**src/rtl/keyed_capture_guard.sv**
```systemverilog
// Key-gated slice capture: samples DIN[DW-1:0] every 2^PHASE_W enabled cycles and
// packs DEPTH slices into one frame; wrong keys relock, MAX_FAIL misses latch a lockout.
module keyed_capture_guard #(
  parameter int                IW       = 8,
  parameter int                DW       = 3,
  parameter int                DEPTH    = 4,
  parameter int                PHASE_W  = 2,
  parameter int                KEY_W    = 2,
  parameter logic [KEY_W-1:0]  KEY_VAL  = 2'b01,
  parameter int                MAX_FAIL = 3,
  parameter int                CW       = 4
) (
  input  logic                  CLK,
  input  logic                  RST,
  input  logic                  ENA,
  input  logic                  KEY_LOAD,
  input  logic [KEY_W-1:0]      KEY,
  input  logic [IW-1:0]         DIN,
  output logic [DW*DEPTH-1:0]   DOUT,
  output logic                  DVALID,
  output logic [CW-1:0]         CNT,
  output logic [PHASE_W-1:0]    PHASE,
  output logic                  LOCKED,
  output logic                  LOCKOUT
);

  localparam int AW  = DW * (DEPTH - 1);
  localparam int FW  = DW * DEPTH;
  localparam int SCW = $clog2(DEPTH);
  localparam int FCW = $clog2(MAX_FAIL + 1);

  typedef enum logic [1:0] {
    ST_LOCKED   = 2'd0,
    ST_UNLOCKED = 2'd1,
    ST_LOCKOUT  = 2'd2
  } state_t;

  state_t              state_q, state_d;
  logic [PHASE_W-1:0]  phase_q, phase_d;
  logic [AW-1:0]       acc_q, acc_d;
  logic [SCW-1:0]      slice_cnt_q, slice_cnt_d;
  logic [FCW-1:0]      fail_cnt_q, fail_cnt_d;
  logic [FW-1:0]       dout_q, dout_d;
  logic                dvalid_q, dvalid_d;
  logic [CW-1:0]       cnt_q, cnt_d;
  logic                locked_q, locked_d;
  logic                lockout_q, lockout_d;

  logic                key_ok;
  logic                key_bad;
  logic [FCW-1:0]      fail_next;
  logic                fail_hit;
  logic [DW-1:0]       slice;

  generate
    if (IW > DW) begin : g_din_hi
      logic unused_din_hi;
      assign unused_din_hi = ^DIN[IW-1:DW];
    end
  endgenerate

  always_comb begin
    state_d     = state_q;
    phase_d     = phase_q;
    acc_d       = acc_q;
    slice_cnt_d = slice_cnt_q;
    fail_cnt_d  = fail_cnt_q;
    dout_d      = dout_q;
    dvalid_d    = 1'b0;
    cnt_d       = cnt_q;

    key_ok    = KEY_LOAD && (KEY == KEY_VAL);
    key_bad   = KEY_LOAD && (KEY != KEY_VAL);
    fail_next = fail_cnt_q + 1'b1;
    fail_hit  = (fail_next == FCW'(MAX_FAIL));
    slice     = DIN[DW-1:0];

    case (state_q)
      ST_LOCKED: begin
        if (key_ok) begin
          state_d     = ST_UNLOCKED;
          fail_cnt_d  = '0;
          phase_d     = '0;
          slice_cnt_d = '0;
          acc_d       = '0;
        end else if (key_bad) begin
          fail_cnt_d = fail_next;
          if (fail_hit) state_d = ST_LOCKOUT;
        end
      end
      ST_UNLOCKED: begin
        // A wrong key wins over a capture on the same edge; the slice is dropped.
        if (key_bad) begin
          state_d     = fail_hit ? ST_LOCKOUT : ST_LOCKED;
          fail_cnt_d  = fail_next;
          phase_d     = '0;
          acc_d       = '0;
          slice_cnt_d = '0;
          dout_d      = '0;
        end else if (ENA) begin
          phase_d = phase_q + 1'b1;
          if (phase_q == '1) begin
            if (slice_cnt_q == SCW'(DEPTH - 1)) begin
              dout_d      = {acc_q, slice};
              dvalid_d    = 1'b1;
              cnt_d       = cnt_q + 1'b1;
              slice_cnt_d = '0;
              acc_d       = '0;
            end else begin
              acc_d       = (acc_q << DW) | AW'(slice);
              slice_cnt_d = slice_cnt_q + 1'b1;
            end
          end
        end
      end
      ST_LOCKOUT: begin
        dout_d  = '0;
        phase_d = '0;
      end
      default: begin
        state_d = ST_LOCKED;
      end
    endcase

    locked_d  = (state_d != ST_UNLOCKED);
    lockout_d = (state_d == ST_LOCKOUT);
  end

  always_ff @(posedge CLK) begin
    if (RST) begin
      state_q     <= ST_LOCKED;
      phase_q     <= '0;
      acc_q       <= '0;
      slice_cnt_q <= '0;
      fail_cnt_q  <= '0;
      dout_q      <= '0;
      dvalid_q    <= 1'b0;
      cnt_q       <= '0;
      locked_q    <= 1'b1;
      lockout_q   <= 1'b0;
    end else begin
      state_q     <= state_d;
      phase_q     <= phase_d;
      acc_q       <= acc_d;
      slice_cnt_q <= slice_cnt_d;
      fail_cnt_q  <= fail_cnt_d;
      dout_q      <= dout_d;
      dvalid_q    <= dvalid_d;
      cnt_q       <= cnt_d;
      locked_q    <= locked_d;
      lockout_q   <= lockout_d;
    end
  end

  assign DOUT    = dout_q;
  assign DVALID  = dvalid_q;
  assign CNT     = cnt_q;
  assign PHASE   = phase_q;
  assign LOCKED  = locked_q;
  assign LOCKOUT = lockout_q;

endmodule

```
**config.mk**
```make
export PLATFORM = sky130hd
export DESIGN_NAME = keyed_capture_guard
export DESIGN_NICKNAME = d
export VERILOG_FILES = /design/src/rtl/keyed_capture_guard.sv
export SDC_FILE = /design/constraint.sdc
export NUM_CORES = 1
export LEC_CHECK = 0
export CELL_PAD_IN_SITES_DETAIL_PLACEMENT = 0
export CELL_PAD_IN_SITES_GLOBAL_PLACEMENT = 1
export CORE_MARGIN = 5
export CORE_UTILIZATION = 37
export DETAILED_ROUTE_END_ITERATION = 10
export GPL_TIMING_DRIVEN = 0
export PLACE_DENSITY_LB_ADDON = 0.1
export SLEW_MARGIN = 20
export SYNTH_ARGS = -nofsm -noshare
export SYNTH_HDL_FRONTEND = slang
export SYNTH_SLANG_ARGS = --single-unit
export TNS_END_PERCENT = 100
```
**constraint.sdc**
```tcl
create_clock -name CLK -period 1.9 [get_ports CLK]
set_input_delay 0.19 -clock CLK [delete_from_list [all_inputs] [get_ports CLK]]
set_output_delay 0.19 -clock CLK [all_outputs]
set_load 0.02 [all_outputs]
```
# Word level (Yosys, flattened, before mapping)
# Index checks and enable logic that the tools add are counted.
# totals
regBits	36
input_bits	14
out_inout_bits	21
elab_cells	73
# op_classes
addsub	4
eq_ne	13
mux	30
bitwise	5
reduce_logical	11
# op_table
cell	count
$mux 12	4
$mux 9	5
$mux 2	14
$pmux 12 s2	1
$pmux 9 s2	1
$pmux 2 s3	2
$eq 2x2->1 const B	5
$ne 3x3->1 const B	3
$or 9x3->9	1
$pmux 2 s2	2
$reduce_and 4->1	2
$add 2x1->2 const B	3
$reduce_and 5->1	1
$reduce_or 5->1	1
$add 4x1->4 const B	1
$eq 2x1->1 const B	2
$ne 2x1->1 const B	2
$not 1->1	4
$reduce_bool 2->1	2
$reduce_and 3->1	1
$reduce_bool 3->1	1
$logic_and 1x1->1	2
$logic_not 2->1	1
$ne 2x2->1 const B	1
$mux 1	1

# Logic depth before layout (Yosys ltp)
# Gate-level depths: netlist (run 1).
# logic_depth
word_depth	7
mapped_depth	6
mapped_depth_nobuf	5

# Worst setup path before layout (run 1)
# OpenSTA, ideal clock, no wires.
# synth_timing
kind	reg-to-reg
startpoint	register phase_q[0], in the netlist PHASE[0]
endpoint	register cnt_q[3], in the netlist CNT[3]
setup_ns	0.123
arrival_ns	1.507
t_required_ns	1.777
setup_slack_ns	0.269
stages_incl_launch_ff	6
path_buffers	0
period_less_slack_ns	1.631
path_cell_list	dfxtp_1 > ha_1 > nand3_1 > a211oi_4 > nand4_1 > mux2_1
# synth_via
elab_chain_cells	2
# synth_rtl
item	line	text
start, declared	39	logic [PHASE_W-1:0] phase_q, phase_d;
start signal, assigned	143	phase_q <= phase_d;
$eq 2x2->1	102	if (phase_q == '1) begin
$reduce_and 5->1 (no source line)	--	
end signal, assigned	149	cnt_q <= cnt_d;
end, declared	45	logic [CW-1:0] cnt_q, cnt_d;
# Every way passes these cells.
# A chain may end at the register's enable or synchronous reset.

# Final worst setup path (run 1)
# layout_timing
startpoint	register slice_cnt_q[0]
endpoint	register cnt_q[3], in the netlist CNT[3]
# layout_via
elab_chain_cells	2
# layout_rtl
item	line	text
start, declared	41	logic [SCW-1:0] slice_cnt_q, slice_cnt_d;
start signal, assigned	145	slice_cnt_q <= slice_cnt_d;
$eq 2x2->1	103	if (slice_cnt_q == SCW'(DEPTH - 1)) begin
$reduce_and 5->1 (no source line)	--	
# Every way passes these cells.

==> results of run 1 <==
## registers in the layout, indices dropped and copies added, names as in the netlist
register and count:
DOUT 12, acc_q 9, CNT 4, PHASE 2, fail_cnt_q 2, slice_cnt_q 2
state_q 2, DVALID 1, LOCKED 1, LOCKOUT 1
## final timing paths
| check | startpoint | end | cells past startpoint |
|---|---|---|---|
| worst min register to register | DOUT[6] | DOUT[6] | 2 |
| worst max-delay path | slice_cnt_q[0] | CNT[3] | 5 |
| worst max register to register | slice_cnt_q[0] | CNT[3] | 5 |
| worst min-delay path | KEY_LOAD | LOCKED | 3 |
## critical path, stage by stage, from the launching register on
cell      delay, ps
dfxtp_1         370
ha_1            230
nand3_1         180
a211oi_4        360
nand4_1         160
mux2_1          320
## final cells by class
cell class	count	area (um2)
Inverter	5	18.77
Fill cell	391	2019
Timing Repair Buffer	28	280.3
Buffer	12	77.57
Clock buffer	7	96.34
Sequential cell	36	720.7
Tap cell	50	62.56
Clock inverter	1	30.03
Multi-Input combinational cell	109	752.0
## metrics by stage
stage,util,worst slack [ps],hold slack (ps)
3_3_place_gp,0.4712,69.36,444.0
5_1_grt,0.5023,57.05,308.8
2_1_floorplan,-,269.3,333.3
4_1_cts,0.5023,152.0,283.4
3_5_place_dp,0.4712,28.95,453.5
6_report,0.5023,160.2,288.5
## layer usage
metal	vias up	track usage	part of all wire
met2	20	0.2224	0.51
met3	2	0.03872	0.043
met5	-	0	0
met1	610	0.1447	0.44
met4	0	0.03557	0.0060
li1	665	-	-
## power by group through the flow
stage,combinational (mW),clock (mW),sequential [mW]
floorplan,0.0831,0,0.784
global placement,0.124,0,0.782
detailed placement,0.127,0,0.782
CTS,0.128,0.747,0.765
global route,0.139,0.783,0.765
finish,0.126,0.729,0.765
## kinds of logic (layout without fill, tap and decap cells)
kind of cell,after synthesis,count (layout),synth area share
adder cells (fa/ha/maj),4,4,0.03190
buffers and inverters,17,53,0.06140
AND/OR/NAND/NOR,58,58,0.2057
XOR/XNOR,1,1,0.005583
flip-flops,36,36,0.4593
multiplexers,2,2,0.01356
AO/OA/AOI/OAI,44,44,0.2225
## cell usage in the layout, fill, tap and decap left out, types with 2 or more instances in the layout
cell type | synthesis | routed
clkbuf_1 | 3 | 3
nor2_1 | 11 | 11
buf_2 | 5 | 5
o21ai_0 | 13 | 13
ha_1 | 4 | 4
and2b_1 | 2 | 2
a31o_2 | 2 | 2
nand4_1 | 13 | 13
clkbuf_8 | 0 | 7
nand2b_1 | 3 | 3
nor2b_1 | 2 | 2
dfxtp_1 | 36 | 36
nand2b_4 | 2 | 2
a32o_1 | 9 | 9
inv_1 | 5 | 5
nor3_1 | 5 | 5
clkdlybuf4s50_1 | 0 | 28
a21oi_1 | 5 | 5
buf_6 | 3 | 3
a21o_1 | 2 | 2
nand2_1 | 15 | 15
==> results.txt, run 1 <==
status - finished, final reports clean
CTS clk-pin slew, worst paths - 70 ps
EDFF count, synth - 0
CTS sink cnt - 36
FF-to-FF setup slack - 160 ps
Mapped Area - 1569 um2
area leader, netlist - dfxtp_1
routability congestion estimate - 0.7464
most frequent cell after synthesis - dfxtp_1
Tmin final - 1740 ps
Area Growth Syn to Fin - 29.90%
Slew @ Worst Pin - 463.4 ps
crit path max fanout - 5
crit path kind - register to register
initial detailed-routing violation count - 76
post-synth cell types - 41
fin crit share - 0.9157
largest cells by area after synthesis - dfxtp_1 46%, a32o_1 5.7%, nand4_1 5.2%
RSZ-0062 raised after global routing - false
count of yosys warnings during synthesis - 0
Resize count post-CTS - 0
worst-skew pair later-pin latency - 280 ps
power density cells - 794.8 nW/um2
Max transition margin - 0.6911
total CTS buffers - 5
placed inst area - 1912 um2
row count - 23
sequential share of power - 0.472
P_leak - 0.7624 nW
CTS tree - done
layout cells sized above 1 - 0.1465
Final Max Slew Viols - 0
postcts setup bufs - 0
Synth top cells by count - 36 x dfxtp_1, 15 x nand2_1, 13 x nand4_1, 13 x o21ai_0, 11 x nor2_1
switching power - 344.7 uW
switch share - 0.2127
HPWL Detailed - 2.564 mm
overall power - 1.620 mW
Tightest Hold Check Type - input port to register
Clk pwr share - 0.450
Hold Fails Final Rpt - 0
die height - 75.12 um
Clock Tree Buf Depth - 2
Total Routing Usage GR - 0.1254
TNS Setup - 0 ps
global-route wire length before repair - 5.423 mm
Critical Path Start Type - register
initial antenna violation count - 0
fmax - 0.5748 GHz
Post-synth ARST share - 0
# DRC - 0
Routed Wire Length - 3.356 mm
design area - 2038 um2
H-tree levels - 2
Clock Skew - 5.533 ps
WP data required - 2070 ps
I/O pin count - 35
predominant post-synthesis flop cell - dfxtp_1
average cell area after synthesis - 9.685 um2
largest net degree at the start of global routing - 12
final setup fails - 0
Core Box Area - 4058 um2
Starting Density - 0.3867
Synth Instances - 162
Overflow after GRT - 0
DR vias - 1297
Port Buf Inserts - 28
Antenna diodes - 0
CTS Hold Bufs - 0
placed insts - 240
CP endpoint kind - register
worst endpoint data arrival time - 1910 ps
Cell Int Power - 1.275 mW
Mapped Nets - 180
final net count - 215
die width - 75.12 um
VDD IR max - 0.4388 mV
vias in the first global route - 1191
DR pass1 iterations - 6
WL/cell - 13.53 um
sequential share of the synthesized area - 0.4593
drt via density - 5.230
combinational share of power - 0.078
antenna-violating nets left - 0
maxcap violations - 0
clk root buf - clkbuf_8
Layout Cells excl Fill - 248
flops & latches, synth - 36
post-synth top area share - 0.4593
die area - 5643 um2
No activity file was read; power rests on OpenSTA's default activity.
==> inputs of run 2 (changes only) <==
--- a/config.mk
+++ b/config.mk
@@ -5,10 +5,11 @@
 export SDC_FILE = /design/constraint.sdc
 export NUM_CORES = 1
 export LEC_CHECK = 0
+export ABC_AREA = 1
 export CELL_PAD_IN_SITES_DETAIL_PLACEMENT = 0
 export CELL_PAD_IN_SITES_GLOBAL_PLACEMENT = 1
 export CORE_MARGIN = 5
-export CORE_UTILIZATION = 37
+export CORE_UTILIZATION = 40
 export DETAILED_ROUTE_END_ITERATION = 10
 export GPL_TIMING_DRIVEN = 0
 export PLACE_DENSITY_LB_ADDON = 0.1
==> constraint.sdc (replaced) <==
create_clock -name CLK -period 2.2 [get_ports CLK]
set_input_delay 0.22 -clock CLK [delete_from_list [all_inputs] [get_ports CLK]]
set_output_delay 0.22 -clock CLK [all_outputs]
set_load 0.02 [all_outputs]
==> run 2 against run 1 <==
Sequential share of layout area fell by 5.2 points. Global-route usage rose by 2.8 points. Sequential power fell by 3.9%. Critical path depth fell by 4. Register-to-register slack improved by 570 ps. Die area rose by 9.5%. Highest routed layer unchanged.
==> results.txt, run 2 <==
Area Growth Syn to Fin - 26.93% (was 29.90%)
H-tree levels - 2 (unchanged)
maxcap violations - 0 (unchanged)
Resize count post-CTS - 0 (unchanged)
I/O pin count - 35 (unchanged)
Routed Wire Length - 4.327 mm (was 3.356 mm)
Max transition margin - 0.7979 (was 0.6911)
Synth top cells by count - 46 x nand2_1, 41 x nand3_1, 37 x nor2_1 (was 36 x dfxtp_1, 15 x nand2_1, 13 x nand4_1, 13 x o21ai_0, 11 x nor2_1)
Clk pwr share - 0.423 (was 0.450)
die area - 6176 um2 (was 5643 um2)
area leader, netlist - dfxtp_1 (unchanged)
routability congestion estimate - 0.7575 (was 0.7464)
VDD IR max - 0.2402 mV (was 0.4388 mV)
Critical Path Start Type - register (unchanged)
Total Routing Usage GR - 0.1534 (was 0.1254)
WP data required - 1980 ps (was 2070 ps)
critical path, cell by cell - clkdlybuf4s50_1 (was ha_1, nand3_1, a211oi_4, nand4_1, mux2_1)
# DRC - 0 (unchanged)
max FFs per register - 12 (unchanged)
Mapped Area - 1882 um2 (was 1569 um2)
Clock Tree Buf Depth - 2 (unchanged)
PnR worst setup slack - 651.5 ps (was 160.2 ps)
Slew @ Worst Pin - 301.3 ps (was 463.4 ps)
switching power - 485.2 uW (was 344.7 uW)
worst endpoint data arrival time - 1330 ps (was 1910 ps)
final net count - 307 (was 215)
Buf+Inv Stages, Crit Path - 1 (was 0)
CTS Hold Bufs - 0 (unchanged)
Mapped Nets - 272 (was 180)
switch share - 0.2521 (was 0.2127)
antenna-violating nets left - 0 (unchanged)
CTS sink cnt - 36 (unchanged)
vias in the first global route - 1591 (was 1191)
largest cells by area after synthesis - dfxtp_1 38%, nand3_1 11%, nand2_1 9.2% (was dfxtp_1 46%, a32o_1 5.7%, nand4_1 5.2%)
Tightest Hold Check Type - input port to register (unchanged)
post-synth cell types - 25 (was 41)
fin util - 0.5159 (was 0.5023)
row count - 25 (was 23)
Antenna diodes - 0 (unchanged)
RSZ-0062 raised after global routing - false (unchanged)
CP endpoint kind - output pin (was register)
largest net degree at the start of global routing - 13 (was 12)
postcts setup bufs - 0 (unchanged)
initial antenna violation count - 0 (unchanged)
Cell Int Power - 1.440 mW (was 1.275 mW)
Tmin final - 1549 ps
Port Buf Inserts - 28 (unchanged)
WL/cell - 12.58 um (was 13.53 um)
crit path max fanout - 5 (unchanged)
flops & latches, synth - 36 (unchanged)
DR pass1 iterations - 4 (was 6)
Multi-input gate area - 970.9 um2 (was 752.0 um2)
die width - 78.59 um (was 75.12 um)
sequential share of the synthesized area - 0.3830 (was 0.4593)
Core Box Area - 4629 um2 (was 4058 um2)
crit path kind - register to output pin (was register to register)
DP Worst Slack - 537.0 ps (was 28.95 ps)
fin crit share - 0.7039
commonest non-fill, non-tap cell in the layout - nand2_1 (was dfxtp_1)
Clock Skew - 5.865 ps (was 5.533 ps)
fmax - 0.6458 GHz
worst-skew pair later-pin latency - 290 ps (was 280 ps)
most frequent cells in the layout - 46 x nand2_1, 41 x nand3_1, 37 x nor2_1 (was 36 x dfxtp_1, 28 x clkdlybuf4s50_1, 15 x nand2_1)
CP delay by family, top - buffers and inverters (was flip-flops)
layout cells sized above 1 - 0.1345 (was 0.1465)
Final Max Slew Viols - 0 (unchanged)
clk root buf - clkbuf_8 (unchanged)
average cell area after synthesis - 7.409 um2 (was 9.685 um2)
Starting Density - 0.4065 (was 0.3867)
combinational share of power - 0.196 (was 0.078)
CTS tree - done (unchanged)
overall power - 1.925 mW (was 1.620 mW)
Synth Instances - 254 (was 162)
CP max stage delay - 630 ps (was 370 ps)
HPWL Detailed - 3.163 mm (was 2.564 mm)
final setup fails - 0 (unchanged)
initial detailed-routing violation count - 57 (was 76)
P_leak - 1.003 nW (was 0.7624 nW)
DR vias - 1685 (was 1297)
power density cells - 806.0 nW/um2 (was 794.8 nW/um2)
sequential share of power - 0.382 (was 0.472)
die height - 78.59 um (was 75.12 um)
Post-synth ARST share - 0 (unchanged)
Fill cells - 485 (was 391)
most frequent cell after synthesis - nand2_1 (was dfxtp_1)
register area - 720.7 um2 (unchanged)
post-synth top area share - 0.3830 (was 0.4593)
global-route wire length before repair - 7.541 mm (was 5.423 mm)
Hold Fails Final Rpt - 0 (unchanged)
total CTS buffers - 5 (unchanged)
EDFF count, synth - 0 (unchanged)
status - finished, final reports clean (unchanged)
predominant post-synthesis flop cell - dfxtp_1 (unchanged)
slowest CP cell - clkdlybuf4s50_1 (was dfxtp_1)
CTS clk-pin slew, worst paths - 70 ps (about the same)
TNS Setup - 0 ps (unchanged)
count of yosys warnings during synthesis - 0 (unchanged)
Overflow after GRT - 0 (unchanged)
drt via density - 4.898 (was 5.230)
run 2: cell families after synthesis:
group	count (synthesis)	synth area share
adders and majority gates	4	0.02660
DFF	36	0.3830
buffers and inverters	31	0.1011
xor gates and xnor gates	1	0.004655
and+or+nand+nor	143	0.3664
AOI/OAI and AO/OA	39	0.1184
run 2: power groups by stage:
| stage | Combinational, mW | Sequential, mW | Clock [mW] |
|---|---|---|---|
| after CTS | 0.380 | 0.735 | 0.837 |
| final | 0.377 | 0.735 | 0.814 |
| after floorplan | 0.231 | 0.778 | 0 |
| after global routing | 0.425 | 0.743 | 0.865 |
| after detailed placement | 0.379 | 0.750 | 0 |
| after global placement | 0.379 | 0.749 | 0 |
run 2: final timing paths:
path              slack (ps)            from  cells past startpoint            end
setup / recovery         650          CNT[0]                      1         CNT[0]
hold / removal           210             RST                      2         CNT[3]
setup reg to reg         730  slice_cnt_q[0]                      7        DOUT[9]
hold reg to reg          480   fail_cnt_q[1]                      1  fail_cnt_q[1]
run 2: area by class of cell:
class	count	share of cell area
Multi-Input combinational cell	187	0.4065
Inverter	14	0.02200
Buffer	17	0.05762
Timing Repair Buffer	28	0.1173
Tap cell	54	0.02829
Clock inverter	3	0.03772
Clock buffer	5	0.02881
Sequential cell	36	0.3017
run 2: layer usage:
layer | wire length, um | up-vias | share of wire | track usage
met4 | 63 | 0 | 0.015 | 0.05594
li1 | - | 907 | - | -
met1 | 2211 | 746 | 0.51 | 0.1999
met5 | 0 | - | 0 | 0
met2 | 1880 | 26 | 0.43 | 0.2445
met3 | 172 | 6 | 0.040 | 0.03784
run 2: through the flow:
stage               area (um2)  hold WS [ps]  std cells
floorplan                 1882         444.5        254
global placement          2230         458.5        336
detailed placement        2230         467.5        336
CTS                       2389         199.1        344
global route              2389         225.0        344
finish                    2389         206.2        344
==> inputs of run 3 (changes only) <==
--- a/config.mk
+++ b/config.mk
@@ -9,7 +9,7 @@
 export CELL_PAD_IN_SITES_DETAIL_PLACEMENT = 0
 export CELL_PAD_IN_SITES_GLOBAL_PLACEMENT = 1
 export CORE_MARGIN = 5
-export CORE_UTILIZATION = 40
+export CORE_UTILIZATION = 33
 export DETAILED_ROUTE_END_ITERATION = 10
 export GPL_TIMING_DRIVEN = 0
 export PLACE_DENSITY_LB_ADDON = 0.1
==> constraint.sdc (replaced) <==
create_clock -name CLK -period 1.4 [get_ports CLK]
set_input_delay 0.14 -clock CLK [delete_from_list [all_inputs] [get_ports CLK]]
set_output_delay 0.14 -clock CLK [all_outputs]
set_load 0.02 [all_outputs]
==> run 3 against run 2 <==
Critical endpoint is now DOUT[3]. Via count up 3.8%. Count of clock-buffer cells in the layout increased by 2. Register-to-register slack got worse by 670 ps. Non-clock buffer count increased by 12. Flip-flop and latch count unchanged. Die area up 18%. Worst setup slack lost 600 ps. Critical path type unchanged. Utilization is 5.3 points lower. Clock power decreased by 2%.
==> results.txt, run 3 (synthesis results as in run 2) <==
status - finished, final reports clean (unchanged)
vias in the first global route - 1601 (was 1591)
hold path cells - 2 (unchanged)
CTS tree - done (unchanged)
CP max stage delay - 610 ps (was 630 ps)
worst-skew pair later-pin latency - 280 ps (was 290 ps)
I/O pin count - 35 (unchanged)
# DRC - 0 (unchanged)
DP Worst Slack - -181.9 ps (was 537.0 ps)
CTS sink cnt - 36 (unchanged)
antenna-violating nets left - 0 (unchanged)
Hold Fails Final Rpt - 0 (unchanged)
die width - 85.52 um (was 78.59 um)
combinational share of power - 0.252 (was 0.196)
Port Buf Inserts - 28 (unchanged)
fmax - 0.7396 GHz
initial detailed-routing violation count - 87 (was 57)
Clock Skew - 7.363 ps (was 5.865 ps)
CP endpoint kind - output pin (unchanged)
Antenna diodes - 0 (unchanged)
Starting Density - 0.3397 (was 0.4065)
largest net degree at the start of global routing - 11 (was 13)
PnR worst setup slack - 48.01 ps (was 651.5 ps)
FF-to-FF setup slack - 60 ps (was 730 ps)
fin crit share - 0.9657
power density cells - 1021 nW/um2 (was 806.0 nW/um2)
Tmin final - 1352 ps
clk root buf - clkbuf_8 (unchanged)
H-tree levels - 2 (unchanged)
RSZ-0062 raised after global routing - true (was false)
slowest CP cell - clkdlybuf4s50_1 (unchanged)
reg2reg start - slice_cnt_q[1] (was slice_cnt_q[0])
hold path start - RST (unchanged)
Total Routing Usage GR - 0.1368 (was 0.1534)
P_leak - 1.178 nW (was 1.003 nW)
Tightest Hold Check Type - input port to register (unchanged)
most frequent cells in the layout - 42 x nand2_1, 37 x nor2_1, 33 x nand3_1 (was 46 x nand2_1, 41 x nand3_1, 37 x nor2_1)
crit path kind - register to output pin (unchanged)
sequential share of power - 0.444 (was 0.382)
global-route wire length before repair - 8.004 mm (was 7.541 mm)
VDD IR max - 0.4670 mV (was 0.2402 mV)
HPWL Detailed - 3.322 mm (was 3.163 mm)
DR pass1 iterations - 4 (unchanged)
die height - 85.52 um (was 78.59 um)
final setup fails - 0 (unchanged)
Reg2Reg Depth - 7 (unchanged)
WL/cell - 12.92 um (was 12.58 um)
Max transition margin - 0.7839 (was 0.7979)
die area - 7313 um2 (was 6176 um2)
max FFs per register - 12 (unchanged)
placed insts - 354 (was 336)
commonest non-fill, non-tap cell in the layout - nand2_1 (unchanged)
CTS clk-pin slew, worst paths - 70 ps (about the same)
drt via density - 4.689 (was 4.898)
Cell Int Power - 1.849 mW (was 1.440 mW)
critical path, cell by cell - clkdlybuf4s50_1 (unchanged)
total CTS buffers - 5 (unchanged)
switch share - 0.2939 (was 0.2521)
CP delay by family, top - buffers and inverters (unchanged)
Clock Tree Buf Depth - 2 (unchanged)
maxcap violations - 0 (unchanged)
Buf+Inv Stages, Crit Path - 1 (unchanged)
Slew @ Worst Pin - 322.6 ps (was 301.3 ps)
layout cells sized above 1 - 0.2326 (was 0.1345)
WP data required - 1260 ps (was 1980 ps)
Final Max Slew Viols - 0 (unchanged)
Critical Path Start Type - register (unchanged)
switching power - 769.8 uW (was 485.2 uW)
row count - 27 (was 25)
final net count - 319 (was 307)
worst endpoint data arrival time - 1210 ps (was 1330 ps)
crit path max fanout - 2 (was 5)
Routed Wire Length - 4.819 mm (was 4.327 mm)
Area Growth Syn to Fin - 36.30% (was 26.93%)
Clk pwr share - 0.304 (was 0.423)
Hold Path Sink - CNT[0] (was CNT[3])
initial antenna violation count - 0 (unchanged)
Core Box Area - 5540 um2 (was 4629 um2)
R2R Path End - DOUT[9] (unchanged)
Layout Cells excl Fill - 373 (was 344)
DR vias - 1749 (was 1685)
Overflow after GRT - 0 (unchanged)
routability congestion estimate - 0.7720 (was 0.7575)
run 3: timing repair:
action,CTS,global route
cloned,2,0
endpoints found under the setup margin,15,31
buffers inserted,2,9
pin swaps,1,7
resized for setup,12,31
hold buffers,0,0
run 3: power by group through the flow:
| stage | Sequential [mW] | Clock (mW) | Combinational (mW) |
|---|---|---|---|
| 2_1_floorplan | 1.22 | 0 | 0.364 |
| 3_3_place_gp | 1.18 | 0 | 0.601 |
| 3_5_place_dp | 1.18 | 0 | 0.603 |
| 4_1_cts | 1.16 | 0.837 | 0.618 |
| 5_1_grt | 1.17 | 0.874 | 0.735 |
| 6_report | 1.16 | 0.796 | 0.660 |
run 3: per-layer routing:
| layer | global-route usage | part of all wire | up-vias |
|---|---|---|---|
| met5 | 0 | 0 | - |
| met4 | 0.03453 | 0.011 | 0 |
| met3 | 0.03650 | 0.041 | 6 |
| met2 | 0.2083 | 0.42 | 26 |
| met1 | 0.1915 | 0.53 | 786 |
| li1 | - | - | 931 |
run 3: final cells by class:
type,instances,area [um2]
multi-input cells,187,1051
repair buffers,41,399.1
flip-flops and latches,36,734.5
clock buffers,7,96.34
fillers,593,2975
well taps,72,90.09
plain buffers,16,133.9
inverters,14,60.06
run 3: worst max path at each step:
stage	from	to	slack (ps)	cells past startpoint
floorplan	PHASE[0]	DOUT[10]	70	7
global placement	KEY_LOAD	slice_cnt_q[0]	-190	7
detailed placement	KEY_LOAD	acc_q[8]	-180	7
CTS	slice_cnt_q[0]	DOUT[1]	1	7
global route	slice_cnt_q[1]	DOUT[9]	-20	7
finish	DOUT[3]	DOUT[3]	50	1
run 3: metrics by stage:
| step | util | hold slack (ps) | setup TNS [ps] | cell area [um2] | total power, mW |
|---|---|---|---|---|---|
| final | 0.4630 | 135.1 | 0 | 2565 | 2.619 |
| after floorplan | - | 379.0 | 0 | 1884 | 1.587 |
| after global placement | 0.4070 | 431.6 | -4545 | 2255 | 1.781 |
| after detailed placement | 0.4070 | 429.9 | -4589 | 2255 | 1.784 |
| after global routing | 0.4630 | 155.3 | -55.86 | 2565 | 2.782 |
| after CTS | 0.4318 | 125.9 | 0 | 2392 | 2.614 |
